===== config.mk =====
export PLATFORM = sky130hd
export DESIGN_NAME = axi_stream_combiner_2_flat
export DESIGN_NICKNAME = d
export VERILOG_FILES = /design/src/rtl/axi_stream_combiner_pkg.sv /design/src/rtl/axi_stream.sv /design/src/rtl/axi_stream_register_slice.sv /design/src/rtl/axi_stream_combiner_2.sv /design/src/flat_wrapper.sv
export SDC_FILE = /design/constraint.sdc
export NUM_CORES = 1
export LEC_CHECK = 0
export ABC_AREA = 1
export BUFFER_PORTS_ARGS = -buffer_cell sky130_fd_sc_hd__buf_2
export CELL_PAD_IN_SITES_DETAIL_PLACEMENT = 1
export CELL_PAD_IN_SITES_GLOBAL_PLACEMENT = 1
export CORE_MARGIN = 2
export CORE_UTILIZATION = 30
export DETAILED_ROUTE_END_ITERATION = 10
export PLACE_DENSITY_LB_ADDON = 0.1
export SLEW_MARGIN = 20
export SYNTH_ARGS = -nofsm -noshare
export SYNTH_HDL_FRONTEND = slang
export SYNTH_HIERARCHICAL = 1
export SYNTH_SLANG_ARGS = --single-unit

===== constraint.sdc =====
create_clock -name clock -period 1.7 [get_ports clock]
set_input_delay 0.34 -clock clock [delete_from_list [all_inputs] [get_ports clock]]
set_output_delay 0.34 -clock clock [all_outputs]
set_load 0.1 [all_outputs]

===== src/rtl/axi_stream_combiner_pkg.sv =====
// Shared types for the two-input AXI-stream combiner: FSM states, grant codes
// and the round-robin arbitration rule.
package axi_stream_combiner_pkg;

    typedef enum logic [1:0] {
        IDLE    = 2'd0,
        SERVE_1 = 2'd1,
        SERVE_2 = 2'd2
    } state_t;

    localparam logic [1:0] GRANT_NONE = 2'b00;
    localparam logic [1:0] GRANT_1    = 2'b01;
    localparam logic [1:0] GRANT_2    = 2'b10;

    localparam logic SRC_1 = 1'b0;
    localparam logic SRC_2 = 1'b1;

    // Only valids are looked at, so ready never feeds back into the decision.
    function automatic state_t arbitrate(input logic valid_1,
                                         input logic valid_2,
                                         input logic last_served);
        if (valid_1 && valid_2)
            return (last_served == SRC_1) ? SERVE_2 : SERVE_1;
        else if (valid_1)
            return SERVE_1;
        else if (valid_2)
            return SERVE_2;
        else
            return IDLE;
    endfunction

    function automatic logic [1:0] grant_of(input state_t s);
        case (s)
            SERVE_1: return GRANT_1;
            SERVE_2: return GRANT_2;
            default: return GRANT_NONE;
        endcase
    endfunction

endpackage


===== src/rtl/axi_stream.sv =====
// AXI-stream bundle with data, dest, user, tlast and the valid/ready handshake.
interface axi_stream #(
    parameter int DATA_WIDTH = 16,
    parameter int DEST_WIDTH = 8,
    parameter int USER_WIDTH = 8
);
    logic [DATA_WIDTH-1:0] data;
    logic [DEST_WIDTH-1:0] dest;
    logic [USER_WIDTH-1:0] user;
    logic                  tlast;
    logic                  valid;
    logic                  ready;

    modport master (output data, dest, user, tlast, valid, input ready);
    modport slave  (input data, dest, user, tlast, valid, output ready);
endinterface


===== src/rtl/axi_stream_register_slice.sv =====
// Single-entry output register: loads whenever it is empty or being drained,
// which also serves as the upstream ready.
module axi_stream_register_slice #(
    parameter int DATA_WIDTH = 16,
    parameter int DEST_WIDTH = 8,
    parameter int USER_WIDTH = 8
) (
    input  logic                  clock,
    input  logic                  reset,
    input  logic [DATA_WIDTH-1:0] s_data,
    input  logic [DEST_WIDTH-1:0] s_dest,
    input  logic [USER_WIDTH-1:0] s_user,
    input  logic                  s_tlast,
    input  logic                  s_valid,
    output logic                  s_ready,
    output logic [DATA_WIDTH-1:0] m_data,
    output logic [DEST_WIDTH-1:0] m_dest,
    output logic [USER_WIDTH-1:0] m_user,
    output logic                  m_tlast,
    output logic                  m_valid,
    input  logic                  m_ready
);
    logic [DATA_WIDTH-1:0] data_p0;
    logic [DEST_WIDTH-1:0] dest_p0;
    logic [USER_WIDTH-1:0] user_p0;
    logic                  tlast_p0;
    logic                  vld_p0;

    assign s_ready = ~vld_p0 | m_ready;

    // Stage p0: output register
    always_ff @(posedge clock) begin
        if (!reset) begin
            data_p0  <= '0;
            dest_p0  <= '0;
            user_p0  <= '0;
            tlast_p0 <= 1'b0;
            vld_p0   <= 1'b0;
        end else if (s_ready) begin
            vld_p0 <= s_valid;
            if (s_valid) begin
                data_p0  <= s_data;
                dest_p0  <= s_dest;
                user_p0  <= s_user;
                tlast_p0 <= s_tlast;
            end
        end
    end

    assign m_data  = data_p0;
    assign m_dest  = dest_p0;
    assign m_user  = user_p0;
    assign m_tlast = tlast_p0;
    assign m_valid = vld_p0;

endmodule


===== src/rtl/axi_stream_combiner_2.sv =====
// Two-input AXI-stream combiner: round-robin arbitration (per packet or per
// beat) in front of a single output register slice.
module axi_stream_combiner_2 #(
    parameter int DATA_WIDTH  = 16,
    parameter int DEST_WIDTH  = 8,
    parameter int USER_WIDTH  = 8,
    parameter int PACKET_MODE = 1
) (
    input  logic       clock,
    input  logic       reset,
    axi_stream.slave   stream_in_1,
    axi_stream.slave   stream_in_2,
    axi_stream.master  stream_out,
    output logic [1:0] grant
);
    import axi_stream_combiner_pkg::*;

    state_t state;
    logic   last_served;
    logic   le;

    logic [DATA_WIDTH-1:0] sel_data;
    logic [DEST_WIDTH-1:0] sel_dest;
    logic [USER_WIDTH-1:0] sel_user;
    logic                  sel_tlast;
    logic                  sel_valid;

    logic   xfer_1, xfer_2, end_1, end_2;
    state_t arb_idle, arb_after_1, arb_after_2;

    always_comb begin
        sel_data  = stream_in_1.data;
        sel_dest  = stream_in_1.dest;
        sel_user  = stream_in_1.user;
        sel_tlast = stream_in_1.tlast;
        sel_valid = 1'b0;
        if (state == SERVE_1) begin
            sel_valid = stream_in_1.valid;
        end else if (state == SERVE_2) begin
            sel_data  = stream_in_2.data;
            sel_dest  = stream_in_2.dest;
            sel_user  = stream_in_2.user;
            sel_tlast = stream_in_2.tlast;
            sel_valid = stream_in_2.valid;
        end
    end

    // Gating with reset keeps both readies low before the first reset edge.
    assign stream_in_1.ready = reset & (state == SERVE_1) & le;
    assign stream_in_2.ready = reset & (state == SERVE_2) & le;

    assign xfer_1 = stream_in_1.valid & stream_in_1.ready;
    assign xfer_2 = stream_in_2.valid & stream_in_2.ready;
    assign end_1  = xfer_1 & ((PACKET_MODE == 0) | stream_in_1.tlast);
    assign end_2  = xfer_2 & ((PACKET_MODE == 0) | stream_in_2.tlast);

    assign arb_idle    = arbitrate(stream_in_1.valid, stream_in_2.valid, last_served);
    assign arb_after_1 = arbitrate(stream_in_1.valid, stream_in_2.valid, SRC_1);
    assign arb_after_2 = arbitrate(stream_in_1.valid, stream_in_2.valid, SRC_2);

    // Grant FSM; a finishing grant re-arbitrates on the same edge so packets
    // from alternating sources run back to back.
    always_ff @(posedge clock) begin
        if (!reset) begin
            state       <= IDLE;
            last_served <= SRC_2;
            grant       <= GRANT_NONE;
        end else begin
            case (state)
                IDLE: begin
                    state <= arb_idle;
                    grant <= grant_of(arb_idle);
                end
                SERVE_1: begin
                    if (end_1) begin
                        last_served <= SRC_1;
                        state       <= arb_after_1;
                        grant       <= grant_of(arb_after_1);
                    end
                end
                SERVE_2: begin
                    if (end_2) begin
                        last_served <= SRC_2;
                        state       <= arb_after_2;
                        grant       <= grant_of(arb_after_2);
                    end
                end
                default: begin
                    state <= IDLE;
                    grant <= GRANT_NONE;
                end
            endcase
        end
    end

    axi_stream_register_slice #(
        .DATA_WIDTH(DATA_WIDTH),
        .DEST_WIDTH(DEST_WIDTH),
        .USER_WIDTH(USER_WIDTH)
    ) u_slice (
        .clock   (clock),
        .reset   (reset),
        .s_data  (sel_data),
        .s_dest  (sel_dest),
        .s_user  (sel_user),
        .s_tlast (sel_tlast),
        .s_valid (sel_valid),
        .s_ready (le),
        .m_data  (stream_out.data),
        .m_dest  (stream_out.dest),
        .m_user  (stream_out.user),
        .m_tlast (stream_out.tlast),
        .m_valid (stream_out.valid),
        .m_ready (stream_out.ready)
    );

endmodule

===== src/flat_wrapper.sv =====
// flat-port wrapper written by rule: the top's interface ports become plain ports
module axi_stream_combiner_2_flat import axi_stream_combiner_pkg::*;
#(
    parameter int DATA_WIDTH  = 16,
    parameter int DEST_WIDTH  = 8,
    parameter int USER_WIDTH  = 8,
    parameter int PACKET_MODE = 1
)
  (clock, reset, grant, stream_in_1_data, stream_in_1_dest, stream_in_1_user, stream_in_1_tlast, stream_in_1_valid, stream_in_1_ready, stream_in_2_data, stream_in_2_dest, stream_in_2_user, stream_in_2_tlast, stream_in_2_valid, stream_in_2_ready, stream_out_data, stream_out_dest, stream_out_user, stream_out_tlast, stream_out_valid, stream_out_ready);
  axi_stream #(.DATA_WIDTH(DATA_WIDTH), .DEST_WIDTH(DEST_WIDTH), .USER_WIDTH(USER_WIDTH)) stream_in_1_i ();
  axi_stream #(.DATA_WIDTH(DATA_WIDTH), .DEST_WIDTH(DEST_WIDTH), .USER_WIDTH(USER_WIDTH)) stream_in_2_i ();
  axi_stream #(.DATA_WIDTH(DATA_WIDTH), .DEST_WIDTH(DEST_WIDTH), .USER_WIDTH(USER_WIDTH)) stream_out_i ();
  input  logic clock;
  input  logic reset;
  output logic [1:0] grant;
  input wire logic [$bits(stream_in_1_i.data)-1:0] stream_in_1_data;
  input wire logic [$bits(stream_in_1_i.dest)-1:0] stream_in_1_dest;
  input wire logic [$bits(stream_in_1_i.user)-1:0] stream_in_1_user;
  input wire logic [$bits(stream_in_1_i.tlast)-1:0] stream_in_1_tlast;
  input wire logic [$bits(stream_in_1_i.valid)-1:0] stream_in_1_valid;
  output wire logic [$bits(stream_in_1_i.ready)-1:0] stream_in_1_ready;
  input wire logic [$bits(stream_in_2_i.data)-1:0] stream_in_2_data;
  input wire logic [$bits(stream_in_2_i.dest)-1:0] stream_in_2_dest;
  input wire logic [$bits(stream_in_2_i.user)-1:0] stream_in_2_user;
  input wire logic [$bits(stream_in_2_i.tlast)-1:0] stream_in_2_tlast;
  input wire logic [$bits(stream_in_2_i.valid)-1:0] stream_in_2_valid;
  output wire logic [$bits(stream_in_2_i.ready)-1:0] stream_in_2_ready;
  output wire logic [$bits(stream_out_i.data)-1:0] stream_out_data;
  output wire logic [$bits(stream_out_i.dest)-1:0] stream_out_dest;
  output wire logic [$bits(stream_out_i.user)-1:0] stream_out_user;
  output wire logic [$bits(stream_out_i.tlast)-1:0] stream_out_tlast;
  output wire logic [$bits(stream_out_i.valid)-1:0] stream_out_valid;
  input wire logic [$bits(stream_out_i.ready)-1:0] stream_out_ready;
  assign stream_in_1_i.data = stream_in_1_data;
  assign stream_in_1_i.dest = stream_in_1_dest;
  assign stream_in_1_i.user = stream_in_1_user;
  assign stream_in_1_i.tlast = stream_in_1_tlast;
  assign stream_in_1_i.valid = stream_in_1_valid;
  assign stream_in_1_ready = stream_in_1_i.ready;
  assign stream_in_2_i.data = stream_in_2_data;
  assign stream_in_2_i.dest = stream_in_2_dest;
  assign stream_in_2_i.user = stream_in_2_user;
  assign stream_in_2_i.tlast = stream_in_2_tlast;
  assign stream_in_2_i.valid = stream_in_2_valid;
  assign stream_in_2_ready = stream_in_2_i.ready;
  assign stream_out_data = stream_out_i.data;
  assign stream_out_dest = stream_out_i.dest;
  assign stream_out_user = stream_out_i.user;
  assign stream_out_tlast = stream_out_i.tlast;
  assign stream_out_valid = stream_out_i.valid;
  assign stream_out_i.ready = stream_out_ready;
  axi_stream_combiner_2 #(.DATA_WIDTH(DATA_WIDTH), .DEST_WIDTH(DEST_WIDTH), .USER_WIDTH(USER_WIDTH), .PACKET_MODE(PACKET_MODE)) u_core (.clock(clock), .reset(reset), .stream_in_1(stream_in_1_i), .stream_in_2(stream_in_2_i), .stream_out(stream_out_i), .grant(grant));
endmodule

* After elaboration in Yosys (flattened, before gate mapping)
Index checks and enable logic that the tools add are counted.
** Word-level totals
- Register bits after elaboration :: 39
- Bits in latches :: 0
- Bits in writable memories :: 0
- ROM bits :: 0
- Memories :: 0
** Cells by class
- Add/sub/neg operators :: 0
- $mul :: 0
- Divide/modulo/power cells :: 0
- $lt $le $gt $ge :: 0
- Equal/unequal tests :: 10
- Shift-type cells :: 0
- Multiplexer cells :: 28
- Bitwise gates (word level) :: 10
- Reductions and logical operators :: 6
** Operators with widths (number)
- two-way mux 16 bit :: 2
- two-way mux 8 bit :: 4
- two-way mux 2 bit :: 10
- one-hot mux 2 bit (2 select lines) :: 3
- one-hot mux 2 bit (3 select lines) :: 2
- AND 1 bit :: 8
- equality test 2 x 1 -> 1 bit, second input constant :: 4
- equality test 2 bit, second input constant :: 4
- two-way mux 1 bit :: 6
- != test 2 x 1 -> 1 bit, second input constant :: 2
- AND reduction 2 bit :: 2
- AND reduction 3 bit :: 1
- zero test 2 bit :: 1
- one-hot mux 1 bit (2 select lines) :: 1
- nonzero test 2 bit :: 1
- logical AND 1 bit :: 1
- inverter 1 bit :: 1
- bitwise OR 1 bit :: 1

* Longest topological paths before layout
- Depth after elaboration :: 7
- Gate-level depth with buffers :: 10
- Depth with buffers taken out :: 9

* By module
Netlist, hierarchy kept.
** Modules (own cells, without submodules)
- axi_stream_register_slice :: times used 1, cells each 221, area each 1508.9 µm²
- axi_stream_combiner_2 :: times used 1, cells each 158, area each 706.9 µm²

* Worst setup path after synthesis
Ideal clock, no wire load.
- Kind :: reg2out
- From :: register u_core.u_slice.vld_p0 (netlist: u_core/u_slice/m_valid)
- To :: output port stream_in_1_ready
- Data arrival time :: 2.518 ns
- Required time :: 1.360 ns
- Path slack :: -1.158 ns
- Cell stages (with the launch flop) :: 5
- Path buffers :: 1
- Path through :: dfxtp_1 nand2_2 buf_2 nand2_1 nor2_1
** Between the ends
- Word-level cells in the longest chain between the ends :: 3
** RTL lines
- start, declared :: RTL line axi_stream_register_slice.sv:27 : logic vld_p0;
- start signal, assigned :: RTL line axi_stream_register_slice.sv:40 : vld_p0 <= s_valid;
- inverter 1 bit :: RTL line axi_stream_register_slice.sv:29 : assign s_ready = ~vld_p0 | m_ready;
- bitwise OR 1 bit :: RTL line axi_stream_register_slice.sv:29
- net u_core.le :: RTL line axi_stream_combiner_2.sv:20 : logic le;
- AND 1 bit :: RTL line axi_stream_combiner_2.sv:49 : assign stream_in_1.ready = reset & (state == SERVE_1) & le;
- end, declared :: RTL line flat_wrapper.sv:21 : output wire logic [$bits(stream_in_1_i.ready)-1:0] stream_in_1_ready;
The timed path passes the listed nets, and every way through them passes these cells.

* Worst setup path after layout
- From :: register u_core.state[1]
- To :: output port stream_in_2_ready
** Between the ends
- Word-level cells in the longest chain between the ends :: 3
** RTL lines
- start, declared :: RTL line axi_stream_combiner_2.sv:18 : state_t state;
- start signal, assigned :: RTL line axi_stream_combiner_2.sv:71 : state <= arb_idle;
- start signal, assigned :: RTL line axi_stream_combiner_2.sv:77 : state <= arb_after_1;
- start signal, assigned :: RTL line axi_stream_combiner_2.sv:84 : state <= arb_after_2;
- equality test 2 bit :: RTL line axi_stream_combiner_2.sv:50 : assign stream_in_2.ready = reset & (state == SERVE_2) & le;
- AND 1 bit (2 in a row) :: RTL line axi_stream_combiner_2.sv:50
- end, declared :: RTL line flat_wrapper.sv:27 : output wire logic [$bits(stream_in_2_i.ready)-1:0] stream_in_2_ready;
No other way between the ends.

==> summary.txt <==
Routing
  – DRC: 0
  – ANT nets after route: 0
  – Drt wl/cell: around 11 microns
  – Pre-antenna DRT Iters: 4
  – DR iter-0 viols: 45
  – Routed via count: 2579
  – Vias per cell: 4.454
  – Drt total wl: 6532 microns

CTS
  – Cts hold-fix bufs: 0
  – CTS clk-pin slew, worst paths: 80 ps
  – Post_cts resized: 0
  – Setup Fix Bufs, Post-CTS: 0
  – # clock sinks: 39
  – Root Buffer: clkbuf_8
  – Cts bufs inserted: 5
  – H-tree depth: 2
  – Clk buf depth: 2
  – CTS tree: built
  – Later-pin clock latency in the skew report: between 200 and 300 ps

Die
  – Cell row count: 31
  – Die ar.: 8090 sq um
  – Num ports: 109
  – Core Box Area: 7214 sq um
  – Die height: 89.95 microns
  – Initial core utilization: between 30% and 40%
  – Die span in x: 89.95 microns

Placement
  – Detail Placement HPWL: 4748 microns
  – # port buffers: 108
  – Placer Congestion: 0.7835

Yosys
  – Top cells by area, synth: dfxtp_1 35%, nand2_1 25%, a21oi_1 8.4%
  – Number of warnings issued by yosys: 6
  – Synthesized area: 2216 sq um
  – Synth unique cells: 17
  – Post-Syn Instances: between 300 and 400
  – Net Count, Synth: 450
  – Synthesized area per cell: 5.847 sq um
  – Largest area contributor in the netlist: dfxtp_1
  – Number of synthesized register bits: 39
  – Share of the synthesized area in the top cell type: 35.23%
  – Sequential area share after synthesis: a little over a third

Setup path
  – Arr. time, crit path: 1270 ps
  – R2r startpoint: u_core/state[1]
  – R2r worst-path depth: 8
  – Critical Path RT: 1360 ps
  – CP Capture Type: output port
  – Worst reg-to-reg setup slack: 250 ps
  – Worst Path Max Fanout: 15
  – Worst r2r dst: u_core/u_slice/m_dest[3]
  – Type of origin of the critical path: flop
  – CP Class: reg2out

Timing
  – Final Hold Fails: 0
  – RSZ-0062 raised after global routing: true
  – Tcrit/Tclk final: approximately 95%
  – Post-layout min period: 1609 ps
  – Worst Clk Skew: 7.098 ps
  – Worst slew pin tran: 513.1 ps
  – Max Slew Vio Count: 0
  – # setup viols final: 0
  – Peak Freq: slightly above 600 MHz
  – Fin Hold WS: 426.2 ps
  – Max-Slew Margin vs Limit: about 66%

Global route
  – Antenna violations before repair: 0
  – Largest net degree at the start of global routing: 45
  – Vias in the first global route: 2505
  – Tot GR Track Use: ~16%
  – Total grt overflow: 0
  – First-pass GRT wire length: 11230 microns

Cells and area
  – Antenna cells: 0
  – Layout net count: 550
  – Final Core Density: 41.62%
  – Area Growth Syn to Fin: 35.52%
  – Multi-input gate area: 1167 sq um
  – FF/Latch Area: 787.0 sq um
  – Fill cell count: 1039
  – Share of post-route cells with drive strength above 1: 28.13%

Hold path
  – Hold crit path type: in2reg
  – Worst hold stages: 5
  – Hold wc startpoint: stream_in_1_valid
  – Hold Crit Endpoint: u_core/state[0]

Pwr
  – P per Cell Area: roughly 1100 nW/um^2
  – Peak VDD IR: 323.8 uV
  – Pleak: 1.725 nW

Outcome
  – Status: complete, no violations

Run
  – Max Cap Viol: 0
-- critical path, stage by stage, from the launching register on --
cell	delay (ps)
dfxtp_2	360
inv_2	50
nor2_4	90
inv_2	140
nor2_4	160
buf_12	180
-- cell families (layout without fill, tap and decap cells) --
group           after synthesis  count (layout)  synth area share, %
compound gates               44              44                10.16
simple gates                229             229                41.22
flops                        39              39                35.23
buf+inv                      67             168                13.38
-- power breakdown --
part	total (mW)	switching, mW	leakage (nW)	internal (mW)
Combinational	1.49	1.14	1.35	0.344
Sequential	1.07	0.0542	0.321	1.02
Clock	0.694	0.324	0.0515	0.371
Total	3.25	1.52	1.73	1.73
-- cell usage in the layout, fill, tap and decap left out --
cell      netlist  final
dfxtp_4         0      1
nor2_4          1      3
a21boi_0        1      1
inv_2           2      2
o31ai_1         1      1
o21ai_4         0      1
inv_1          41     41
clkbuf_8        0      7
a21oi_1        37     37
buf_12          0      4
nand2_1       149    148
o21ai_1         3      3
dfxtp_1        39     36
buf_4           4      7
clkbuf_1        1      1
nand2_2         1      2
buf_2          18    106
o21ai_0         2      1
dfxtp_2         0      2
nor2_1         43     41
nand3_1        35     35
-- cells in the mapped netlist --
| cell | count |
|---|---|
| nand2_1 | 149 |
| nor2_1 | 43 |
| inv_1 | 41 |
| dfxtp_1 | 39 |
| a21oi_1 | 37 |
| nand3_1 | 35 |
| buf_2 | 18 |
| buf_4 | 4 |
| o21ai_1 | 3 |
| inv_2 | 2 |
| o21ai_0 | 2 |
| a21boi_0 | 1 |
| buf_6 | 1 |
| clkbuf_1 | 1 |
| nand2_2 | 1 |
| nor2_4 | 1 |
| o31ai_1 | 1 |
-- how the worst max path moves through the flow --
stage / startpoint / endpoint / cells past startpoint
detailed placement: u_core/state[0] / u_core/u_slice/m_data[2] / 9
global route: u_core/state[1] / stream_in_2_ready / 5
CTS: u_core/state[0] / stream_in_1_ready / 4
finish: u_core/state[1] / stream_in_2_ready / 5
global placement: u_core/state[0] / u_core/u_slice/m_data[2] / 9
floorplan: u_core/u_slice/m_valid / stream_in_1_ready / 4
-- metrics by stage --
stage | setup slack [ps] | cell area (sq um) | power [mW] | cells | TNS [ps]
floorplan | 18.78 | 2240 | 2.277 | 379 | 0
finish | 90.58 | 3003 | 3.252 | 579 | 0
global placement | 231.6 | 2900 | 2.577 | 571 | 0
global route | -7.034 | 3003 | 3.456 | 579 | -7.034
detailed placement | 181.3 | 2900 | 2.595 | 571 | 0
CTS | 9.504 | 3000 | 3.305 | 579 | 0
-- flip-flops by register name (all words and copies together), names as in the netlist --
| signal | cells |
|---|---|
| u_core/last_served | 1 |
| u_core/state | 2 |
| u_core/u_slice/m_dest | 8 |
| u_core/u_slice/m_data | 16 |
| u_core/u_slice/m_user | 8 |
| u_core/grant | 2 |
| u_core/u_slice/m_tlast | 1 |
| u_core/u_slice/m_valid | 1 |
-- routing by layer --
layer  vias up  GRT usage (%)  share of wire [%]
met5         -              0                  0
met2        57          31.00                 49
met3         4          4.191                5.6
li1       1356              -                  -
met4         0          3.462               0.44
met1      1162          18.54                 45
-- cell type report --
cell class                      instances  area share, %
Multi-Input combinational cell        273          38.88
Sequential cell                        39          26.21
Timing Repair Buffer                  117          22.08
Inverter                               43          5.375
Tap cell                               99          4.125
Clock buffer                            8          3.333
Power figures use the tool's default switching activity.
